$ cat src/rtl/alu_seq_pkg.sv
// Shared definitions for the ALU command sequencer.
// Opcode values, FSM state encoding and the packed command layout.
// Imported by the sequencer top and the testbench.
package alu_seq_pkg;

  localparam logic [2:0] OP_AND = 3'b000;
  localparam logic [2:0] OP_OR  = 3'b001;
  localparam logic [2:0] OP_XOR = 3'b010;
  localparam logic [2:0] OP_NOT = 3'b011;
  localparam logic [2:0] OP_ADD = 3'b100;
  localparam logic [2:0] OP_SUB = 3'b101;
  localparam logic [2:0] OP_MUL = 3'b110;
  localparam logic [2:0] OP_GT  = 3'b111;

  typedef enum logic [1:0] {
    ST_IDLE  = 2'd0,
    ST_ISSUE = 2'd1,
    ST_HOLD  = 2'd2
  } state_e;

  // Packed command as stored in the FIFO: op in the MSBs, A in the LSBs.
  localparam int CMD_W = 8;

  typedef struct packed {
    logic [2:0] op;
    logic       cin;
    logic [1:0] b;
    logic [1:0] a;
  } cmd_t;

endpackage

$ cat src/rtl/alu_cmd_sequencer_if.sv
// Bus bundle between the sequencer and its environment.
// Carries the command handshake, the ALU operand/result lines and the result handshake.
// slave = sequencer view, master = environment (command source, ALU, result sink).
interface alu_cmd_sequencer_if #(
  parameter int CNT_W = 8
);

  logic             cmd_valid;
  logic             cmd_ready;
  logic [1:0]       cmd_a;
  logic [1:0]       cmd_b;
  logic             cmd_cin;
  logic [2:0]       cmd_op;

  logic [1:0]       alu_a;
  logic [1:0]       alu_b;
  logic             alu_cin;
  logic [2:0]       alu_s;
  logic [3:0]       alu_y;

  logic             res_valid;
  logic             res_ready;
  logic [3:0]       res_y;
  logic [2:0]       res_op;
  logic [CNT_W-1:0] ops_done;

  modport slave (
    input  cmd_valid, cmd_a, cmd_b, cmd_cin, cmd_op,
    output cmd_ready,
    output alu_a, alu_b, alu_cin, alu_s,
    input  alu_y,
    output res_valid, res_y, res_op, ops_done,
    input  res_ready
  );

  modport master (
    output cmd_valid, cmd_a, cmd_b, cmd_cin, cmd_op,
    input  cmd_ready,
    input  alu_a, alu_b, alu_cin, alu_s,
    output alu_y,
    input  res_valid, res_y, res_op, ops_done,
    output res_ready
  );

endinterface

$ cat src/rtl/alu_cmd_sequencer_sync_fifo.sv
// Generic synchronous FIFO with wrap-bit pointers; DEPTH must be a power of two.
// Latency: a pushed word is visible at head_o the cycle after the push edge.
// Backpressure: push ignored when full, pop ignored when empty.
module sync_fifo #(
  parameter int WIDTH = 8,
  parameter int DEPTH = 4
) (
  input  logic             clk,
  input  logic             rst,
  input  logic             push_i,
  input  logic [WIDTH-1:0] wdata_i,
  input  logic             pop_i,
  output logic [WIDTH-1:0] head_o,
  output logic             full_o,
  output logic             empty_o
);

  localparam int AW = $clog2(DEPTH);

  logic [WIDTH-1:0] mem_q [DEPTH];
  logic [AW:0]      wr_ptr_q;
  logic [AW:0]      rd_ptr_q;
  logic             push_ok;
  logic             pop_ok;

  // Extra MSB distinguishes full from empty when the index bits match.
  assign empty_o = (wr_ptr_q == rd_ptr_q);
  assign full_o  = (wr_ptr_q[AW] != rd_ptr_q[AW]) &&
                   (wr_ptr_q[AW-1:0] == rd_ptr_q[AW-1:0]);
  assign push_ok = push_i && !full_o;
  assign pop_ok  = pop_i && !empty_o;
  assign head_o  = mem_q[rd_ptr_q[AW-1:0]];

  // Pointer update; reset empties the FIFO.
  always_ff @(posedge clk) begin
    if (rst) begin
      wr_ptr_q <= '0;
      rd_ptr_q <= '0;
    end else begin
      if (push_ok) wr_ptr_q <= wr_ptr_q + (AW+1)'(1);
      if (pop_ok)  rd_ptr_q <= rd_ptr_q + (AW+1)'(1);
    end
  end

  // Storage write; contents need no reset since the pointers gate visibility.
  always_ff @(posedge clk) begin
    if (push_ok) mem_q[wr_ptr_q[AW-1:0]] <= wdata_i;
  end

endmodule

$ cat src/rtl/alu_cmd_sequencer.sv
// Buffers ALU commands, issues them one at a time on registered operand lines, returns results.
// Latency: accept at E0 -> operands loaded at E1 -> result valid after E2; one result per 2 cycles.
// Backpressure: cmd_ready = FIFO not full; result held frozen until res_ready.
module alu_cmd_sequencer
  import alu_seq_pkg::*;
#(
  parameter int FIFO_DEPTH = 4,
  parameter int CNT_W      = 8
) (
  input  logic                clk,
  input  logic                rst,
  alu_cmd_sequencer_if.slave  bus
);

  state_e           state_q;
  cmd_t             alu_q;
  logic             res_valid_q;
  logic [3:0]       res_y_q;
  logic [2:0]       res_op_q;
  logic [CNT_W-1:0] ops_done_q;

  cmd_t             cmd_in;
  logic [CMD_W-1:0] fifo_head;
  cmd_t             head;
  logic             fifo_full;
  logic             fifo_empty;
  logic             fifo_push;
  logic             fifo_pop;

  assign cmd_in    = {bus.cmd_op, bus.cmd_cin, bus.cmd_b, bus.cmd_a};
  assign head      = cmd_t'(fifo_head);
  assign fifo_push = bus.cmd_valid && !fifo_full;
  // The issued command stays in the FIFO until its result is captured.
  assign fifo_pop  = (state_q == ST_ISSUE);

  sync_fifo #(
    .WIDTH (CMD_W),
    .DEPTH (FIFO_DEPTH)
  ) u_fifo (
    .clk     (clk),
    .rst     (rst),
    .push_i  (fifo_push),
    .wdata_i (cmd_in),
    .pop_i   (fifo_pop),
    .head_o  (fifo_head),
    .full_o  (fifo_full),
    .empty_o (fifo_empty)
  );

  // Issue FSM with registered ALU operands, result register and completion counter.
  always_ff @(posedge clk) begin
    if (rst) begin
      state_q     <= ST_IDLE;
      alu_q       <= '0;
      res_valid_q <= 1'b0;
      res_y_q     <= '0;
      res_op_q    <= '0;
      ops_done_q  <= '0;
    end else begin
      case (state_q)
        ST_IDLE: begin
          if (!fifo_empty) begin
            alu_q   <= head;
            state_q <= ST_ISSUE;
          end
        end
        ST_ISSUE: begin
          // Operands have been stable for a full cycle; ALU output is settled.
          res_y_q     <= bus.alu_y;
          res_op_q    <= alu_q.op;
          res_valid_q <= 1'b1;
          state_q     <= ST_HOLD;
        end
        ST_HOLD: begin
          if (bus.res_ready) begin
            ops_done_q  <= ops_done_q + CNT_W'(1);
            res_valid_q <= 1'b0;
            if (!fifo_empty) begin
              alu_q   <= head;
              state_q <= ST_ISSUE;
            end else begin
              state_q <= ST_IDLE;
            end
          end
        end
        default: state_q <= ST_IDLE;
      endcase
    end
  end

  assign bus.cmd_ready = !fifo_full;
  assign bus.alu_a     = alu_q.a;
  assign bus.alu_b     = alu_q.b;
  assign bus.alu_cin   = alu_q.cin;
  assign bus.alu_s     = alu_q.op;
  assign bus.res_valid = res_valid_q;
  assign bus.res_y     = res_y_q;
  assign bus.res_op    = res_op_q;
  assign bus.ops_done  = ops_done_q;

endmodule
$ cat src/flat_wrapper.sv
// flat-port wrapper written by rule: the top's interface ports become plain ports
module alu_cmd_sequencer_flat import alu_seq_pkg::*;
#(
  parameter int FIFO_DEPTH = 4,
  parameter int CNT_W      = 8
)
  (clk, rst, bus_cmd_valid, bus_cmd_a, bus_cmd_b, bus_cmd_cin, bus_cmd_op, bus_cmd_ready, bus_alu_a, bus_alu_b, bus_alu_cin, bus_alu_s, bus_alu_y, bus_res_valid, bus_res_y, bus_res_op, bus_ops_done, bus_res_ready);
  alu_cmd_sequencer_if #(.CNT_W(CNT_W)) bus_i ();
  input  logic clk;
  input  logic rst;
  input wire logic [$bits(bus_i.cmd_valid)-1:0] bus_cmd_valid;
  input wire logic [$bits(bus_i.cmd_a)-1:0] bus_cmd_a;
  input wire logic [$bits(bus_i.cmd_b)-1:0] bus_cmd_b;
  input wire logic [$bits(bus_i.cmd_cin)-1:0] bus_cmd_cin;
  input wire logic [$bits(bus_i.cmd_op)-1:0] bus_cmd_op;
  output wire logic [$bits(bus_i.cmd_ready)-1:0] bus_cmd_ready;
  output wire logic [$bits(bus_i.alu_a)-1:0] bus_alu_a;
  output wire logic [$bits(bus_i.alu_b)-1:0] bus_alu_b;
  output wire logic [$bits(bus_i.alu_cin)-1:0] bus_alu_cin;
  output wire logic [$bits(bus_i.alu_s)-1:0] bus_alu_s;
  input wire logic [$bits(bus_i.alu_y)-1:0] bus_alu_y;
  output wire logic [$bits(bus_i.res_valid)-1:0] bus_res_valid;
  output wire logic [$bits(bus_i.res_y)-1:0] bus_res_y;
  output wire logic [$bits(bus_i.res_op)-1:0] bus_res_op;
  output wire logic [$bits(bus_i.ops_done)-1:0] bus_ops_done;
  input wire logic [$bits(bus_i.res_ready)-1:0] bus_res_ready;
  assign bus_i.cmd_valid = bus_cmd_valid;
  assign bus_i.cmd_a = bus_cmd_a;
  assign bus_i.cmd_b = bus_cmd_b;
  assign bus_i.cmd_cin = bus_cmd_cin;
  assign bus_i.cmd_op = bus_cmd_op;
  assign bus_cmd_ready = bus_i.cmd_ready;
  assign bus_alu_a = bus_i.alu_a;
  assign bus_alu_b = bus_i.alu_b;
  assign bus_alu_cin = bus_i.alu_cin;
  assign bus_alu_s = bus_i.alu_s;
  assign bus_i.alu_y = bus_alu_y;
  assign bus_res_valid = bus_i.res_valid;
  assign bus_res_y = bus_i.res_y;
  assign bus_res_op = bus_i.res_op;
  assign bus_ops_done = bus_i.ops_done;
  assign bus_i.res_ready = bus_res_ready;
  alu_cmd_sequencer #(.FIFO_DEPTH(FIFO_DEPTH), .CNT_W(CNT_W)) u_core (.clk(clk), .rst(rst), .bus(bus_i));
endmodule
$ cat config.mk
export PLATFORM = sky130hd
export DESIGN_NAME = alu_cmd_sequencer_flat
export DESIGN_NICKNAME = d
export VERILOG_FILES = /design/src/rtl/alu_seq_pkg.sv /design/src/rtl/alu_cmd_sequencer_if.sv /design/src/rtl/alu_cmd_sequencer_sync_fifo.sv /design/src/rtl/alu_cmd_sequencer.sv /design/src/flat_wrapper.sv
export SDC_FILE = /design/constraint.sdc
export NUM_CORES = 1
export LEC_CHECK = 0
export ABC_CLOCK_PERIOD_IN_PS = 2800
export CAP_MARGIN = 10
export CORE_AREA = 3 3 72 74
export CTS_BUF_LIST = sky130_fd_sc_hd__clkbuf_2 sky130_fd_sc_hd__clkbuf_4 sky130_fd_sc_hd__clkbuf_8
export DETAILED_ROUTE_END_ITERATION = 10
export DIE_AREA = 0 0 75 77
export GPL_TIMING_DRIVEN = 1
export PLACE_DENSITY_LB_ADDON = 0.15
export SLEW_MARGIN = 10
export SYNTH_ARGS = -nofsm -noshare
export SYNTH_HDL_FRONTEND = slang
export SYNTH_SLANG_ARGS = --single-unit
export TNS_END_PERCENT = 5
$ cat constraint.sdc
create_clock -name clk -period 2.8 [get_ports clk]
set_clock_uncertainty 0.2 [all_clocks]
set_input_delay 0.42 -clock clk [delete_from_list [all_inputs] [get_ports clk]]
set_output_delay 0.42 -clock clk [all_outputs]
set_load 0.05 [all_outputs]
* Word-level counts from Yosys, hierarchy flattened
Memories as Yosys holds them, arrays and structs flattened. A register that Yosys moved wholly into a read port is not among the register bits. Cells that the tools add are included.
Storage, ports and cells: flip-flop bits (word level) 32, RAM bits 32, logic and storage cells 48, memories kept 1
Cells by class: $add $sub $neg 3, eq/ne operators 7, muxes and demuxes 13, reduce and logical (&&, ||, !) cells 13
Memory list:
- u_core.u_fifo.mem_q | depth 4, bits a word 8, rd ports 1, clocked after memory_dff 1, wr ports 1, line alu_cmd_sequencer_sync_fifo.sv:20 | logic [WIDTH-1:0] mem_q [DEPTH];
Operators by type and width (number):
- two-way mux 8 bit | 2
- one-hot mux 8 bit (2 select lines) | 1
- adder 8 x 1 -> 8 bit (second input constant) | 1
- two-way mux 2 bit | 4
- AND reduction 2 bit | 4
- adder 3 x 1 -> 3 bit (second input constant) | 2
- one-hot mux 2 bit (3 select lines) | 1
- logical AND 1 bit | 4
- two-way mux 1 bit | 4
- inequality test 2 bit (second input constant) | 2
- nonzero test 2 bit | 2
- == test 3 bit | 1
- == test 2 x 1 -> 1 bit (second input constant) | 1
- == test 2 bit | 1
- == test 2 bit (second input constant) | 1
- logical NOT 1 bit | 2
- logical NOT 2 bit | 1
- one-hot mux 1 bit (2 select lines) | 1
- inequality test 1 bit | 1

* Depth between registers and ports, before layout
depth in word-level cells 7, depth in mapped cells 5, mapped depth without buffers 4

* By module
A second synthesis with hierarchy kept.
Unflattened totals: cell total of the unflattened synthesis 231, area, all modules 2760.1 um2
Modules (own cells, without submodules):
- sync_fifo | times used 1, cells each 110, area an instance 1731.7 um2, sequential area each 1121.1 um2
- alu_cmd_sequencer | times used 1, cells each 121, area an instance 1028.5 um2, sequential area each 520.5 um2

* Least setup slack after synthesis
No wires, ideal clock.
path type register -> register, start register u_core.ops_done_q[0], in the netlist u_core.bus.ops_done[0], end register u_core.ops_done_q[6], in the netlist u_core.bus.ops_done[6], library setup time 70 ps, arrival 1547 ps, required time 2530 ps, setup slack 982 ps, stages on the path, launching flop included 5, path buffers 0, clock period less this slack 1818 ps, cell sequence dfxtp_1 -> ha_1 -> nand2_1 -> or4_1 -> a21oi_1
Between the ends: cells in the longest elaborated chain, start to end 1
RTL lines:
- from (decl) | line alu_cmd_sequencer.sv:20 | logic [CNT_W-1:0] ops_done_q;
- from (signal assigned) | line alu_cmd_sequencer.sv:76 | ops_done_q <= ops_done_q + CNT_W'(1);
- adder 8 x 1 -> 8 bit | line alu_cmd_sequencer.sv:76
Every way passes these cells. A chain may end at the register's enable or synchronous reset.

* Final worst setup path
start register u_core.u_fifo.wr_ptr_q[0], end output bus_cmd_ready
Between the ends: cells in the longest elaborated chain, start to end 3
RTL lines:
- from (decl) | line alu_cmd_sequencer_sync_fifo.sv:21 | logic [AW:0] wr_ptr_q;
- from (signal assigned) | line alu_cmd_sequencer_sync_fifo.sv:40 | if (push_ok) wr_ptr_q <= wr_ptr_q + (AW+1)'(1);
- == test 2 bit | line alu_cmd_sequencer_sync_fifo.sv:29 | (wr_ptr_q[AW-1:0] == rd_ptr_q[AW-1:0]);
- logical AND 1 bit | line alu_cmd_sequencer_sync_fifo.sv:28 | assign full_o = (wr_ptr_q[AW] != rd_ptr_q[AW]) &&
- logical NOT 1 bit | line alu_cmd_sequencer.sv:91 | assign bus.cmd_ready = !fifo_full;
- to (decl) | line flat_wrapper.sv:16 | output wire logic [$bits(bus_i.cmd_ready)-1:0] bus_cmd_ready;
Every way passes these cells.

==> impl_results.md <==
- Nets@finish: approximately 280
- Class of the worst hold path: flip-flop to flip-flop
- Worst-Skew Late Latency: between 0.3 and 0.4 ns
- Clock buffers created by TritonCTS: 9
- Cell Pwr Density: between 600 and 700 nW/um2
- Core area: between 4000 and 5000 um2
- Slowest stage delay, CP: just under 0.8 ns
- Vias in the first global route: 1738
- Share of layout cells above drive strength 1: about an eighth
- Largest net degree at the start of global routing: 23
- Peak Freq: 382 MHz
- Syn Nets: ~240
- Minimum clock period: between 2 and 3 ns
- Grt ovf: 0
- Clock buffer depth: 2
- Final hold viol count: 0
- Netlist Area Pre-Place: about 2700 um2
- DRT iter0 DRCs: 72
- Post-Route WL: approximately 4800 um
- P_leak: between 0.001 and 0.0015 uW
- Post-synthesis sequential area ratio: 60.9%
- Metal-1 WL: ~2200 um
- Setup TNS Final: 0 ns
- Root Buffer: clkbuf_8
- P&R area growth vs syn: 23.1%
- FFs w/ async S/R, synth: 0%
- Ys Warns: 0
- Multi-input gate area: 993 um2
- Crit share post-route: between 90 and 100%
- Post-DP HPWL: about 3300 um
- Peak supply drop: a little over 0.6 mV
- DR vias: 1736
- Wirelength per Cell: 15.2 um
- Worst slew margin: ~61%
- Run status: completed
- GRT Overall Usage: 18.3%
- Worst path cell trace: xnor2_2 > and3_1 > inv_1 > clkdlybuf4s50_1
- Crit-path max FO: 7
- CP Capture Type: output port
- Leading register cell type out of synthesis: dfxtp_1
- Top Metal Used: met4
- # rows: 25
- CTS tree: built
- Post-Layout Cell Count: about 320
- Req. time, crit path: approximately 2.2 ns
- Htree depth: 3
- Max-cap violations: 0
- Sequential cell area: roughly 1600 um2
- Die Area: 5780 um2
- Buffers on Ports: 40
- IO Pins: 41
- Flops & latches, synth: 66
- Filler Cell Count: about 350
- N_diodes: 0
- CP startpoint kind: flip-flop
- Die Width: ~75 um
- Count of pins over their slew limit: 0
- RSZ-0062 raised after global routing: no
- CP max-delay cell: clkdlybuf4s50_1
- WL met3: approximately 190 um
- Die height: 77 um
- Avg Cell Area, Syn: around 13 um2
- DRT antenna net count: 0
- Placer Congestion: roughly 0.74
- First-pass GRT wire length: between 7000 and 8000 um
- Initial Util: around 58%
- Kind of critical path: flip-flop to output port
- Clock Sinks: 66
- CTS clk-pin slew, worst paths: approximately 0.070 ns
- Met2 WL: 2380 um
- Final core utilization: a little under three quarters
- DRC: 0
- DR pass1 iterations: 4
- Worst Path Buf+Inv: 2
- Setup Viol. Count Final: 0
- CP top delay family: buffers and inverters
- Syn Inst Count: ~210
- Crit path DAT: 2.00 ns
- Distinct cell type count after synthesis: 39
- Worst-margin pin slew: just under 0.6 ns
- EDFF count, synth: 32
- Cells after DPL: 300
- Routed vias/inst: ~5.5
- Initial antenna violation count: 0
-- tightest hold or removal path: cells and delay by family (launching register included) --
family             cells  cell delay (ns)
AOI/OAI and AO/OA      1             0.05
and+or+nand+nor        1             0.05
DFF                    1             0.31
-- sequential cells by signal, indices dropped and copies added, names as in the netlist, named ones only --
| register | cells |
|---|---|
| u_core.bus.alu_a | 2 |
| u_core.bus.alu_b | 2 |
| u_core.bus.alu_cin | 1 |
| u_core.bus.alu_s | 3 |
| u_core.bus.ops_done | 8 |
| u_core.bus.res_op | 3 |
| u_core.bus.res_valid | 1 |
| u_core.bus.res_y | 4 |
| u_core.state_q | 2 |
| u_core.u_fifo.mem_q | 32 |
| u_core.u_fifo.rd_ptr_q | 3 |
| u_core.u_fifo.wr_ptr_q | 3 |
-- cells in the mapped netlist (2+ instances only) --
| library cell | count | area share (%) |
|---|---|---|
| a21oi_1 | 13 | 2.4 |
| o311ai_0 | 2 | 0.65 |
| a31oi_1 | 3 | 0.70 |
| xor2_1 | 3 | 0.98 |
| mux2i_1 | 11 | 4.1 |
| ha_1 | 6 | 2.8 |
| clkbuf_1 | 5 | 0.70 |
| and2_1 | 4 | 0.93 |
| dfxtp_1 | 34 | 25 |
| nand4_1 | 2 | 0.46 |
| edfxtp_1 | 32 | 36 |
| mux2_2 | 3 | 1.3 |
| nor2b_1 | 2 | 0.46 |
| o21ai_0 | 3 | 0.56 |
| xnor2_1 | 3 | 0.98 |
| buf_2 | 3 | 0.56 |
| mux4_2 | 8 | 6.7 |
| nor2_1 | 8 | 1.1 |
| nand2_1 | 37 | 5.2 |
| nand4bb_1 | 2 | 0.84 |
| a311o_1 | 3 | 1.1 |
| inv_1 | 7 | 0.98 |
| or3_1 | 3 | 0.70 |
-- stage by stage --
step           power [uW]  hold slack [ns]  setup slack [ns]  area (um2)
2_1_floorplan        1450            0.279             0.982        2700
3_3_place_gp         1580            0.241             0.409        3140
3_5_place_dp         1590            0.247             0.391        3140
4_1_cts              2260            0.257            0.0595        3300
5_1_grt              2330            0.278            0.0821        3320
6_report             2240            0.254             0.182        3320
-- worst paths after layout --
path | start | depth (start not counted) | to | slack [ns]
max | u_core.u_fifo.wr_ptr_q[0] | 4 | bus_cmd_ready | 0.18
min | u_core.bus.res_y[3] | 2 | u_core.bus.res_y[3] | 0.25
max reg2reg | u_core.u_fifo.wr_ptr_q[1] | 3 | u_core.u_fifo.mem_q[1][2] | 0.67
min reg2reg | u_core.bus.res_y[3] | 2 | u_core.bus.res_y[3] | 0.25
-- cells in the final DEF (no fill, tap or decap), drive strengths merged, types with 6 or more instances in the layout --
cell type,netlist,routed
edfxtp,32,32
clkbuf,5,10
mux4,8,8
dfxtp,34,34
a21oi,13,13
nand2,37,37
inv,7,7
mux2i,11,11
nor2,8,8
ha,6,6
clkdlybuf4s50,0,40
-- layout make-up --
class | count | area share [%]
tap | 54 | 2.04
multi-input combinational | 130 | 30.0
clock inverter | 6 | 1.02
sequential | 66 | 49.5
inverter | 7 | 0.792
timing repair buffer | 43 | 12.7
clock buffer | 10 | 3.96
-- repair_timing --
| action | 4_1_cts | 5_1_grt |
|---|---|---|
| setup endpoints to repair | 0 | 1 |
| endpoints found under the hold margin | 0 | 0 |
| hold buffers | 0 | 0 |
| resized for setup | 0 | 2 |
| setup buffers | 0 | 0 |
-- kinds of logic after synthesis --
| logic type | count (synthesis) | synth area share, % |
|---|---|---|
| AND/OR/NAND/NOR | 68 | 12.9 |
| flip-flops | 66 | 60.9 |
| AO/OA/AOI/OAI | 28 | 6.64 |
| multiplexers | 22 | 12.0 |
| buffers and inverters | 17 | 2.79 |
| XOR/XNOR | 6 | 1.95 |
| adder cells (fa/ha/maj) | 6 | 2.79 |
-- power by group --
group	internal [uW]	switching [uW]
registers	1090	51.8
clock network	323	345
logic	178	256
-- metal layers --
layer,up-vias,GRT usage (%)
li1,864,-
met1,820,23.5
met2,48,29.2
met3,4,3.93
met4,0,8.01
met5,-,0
(Power assumes the default switching activity.)
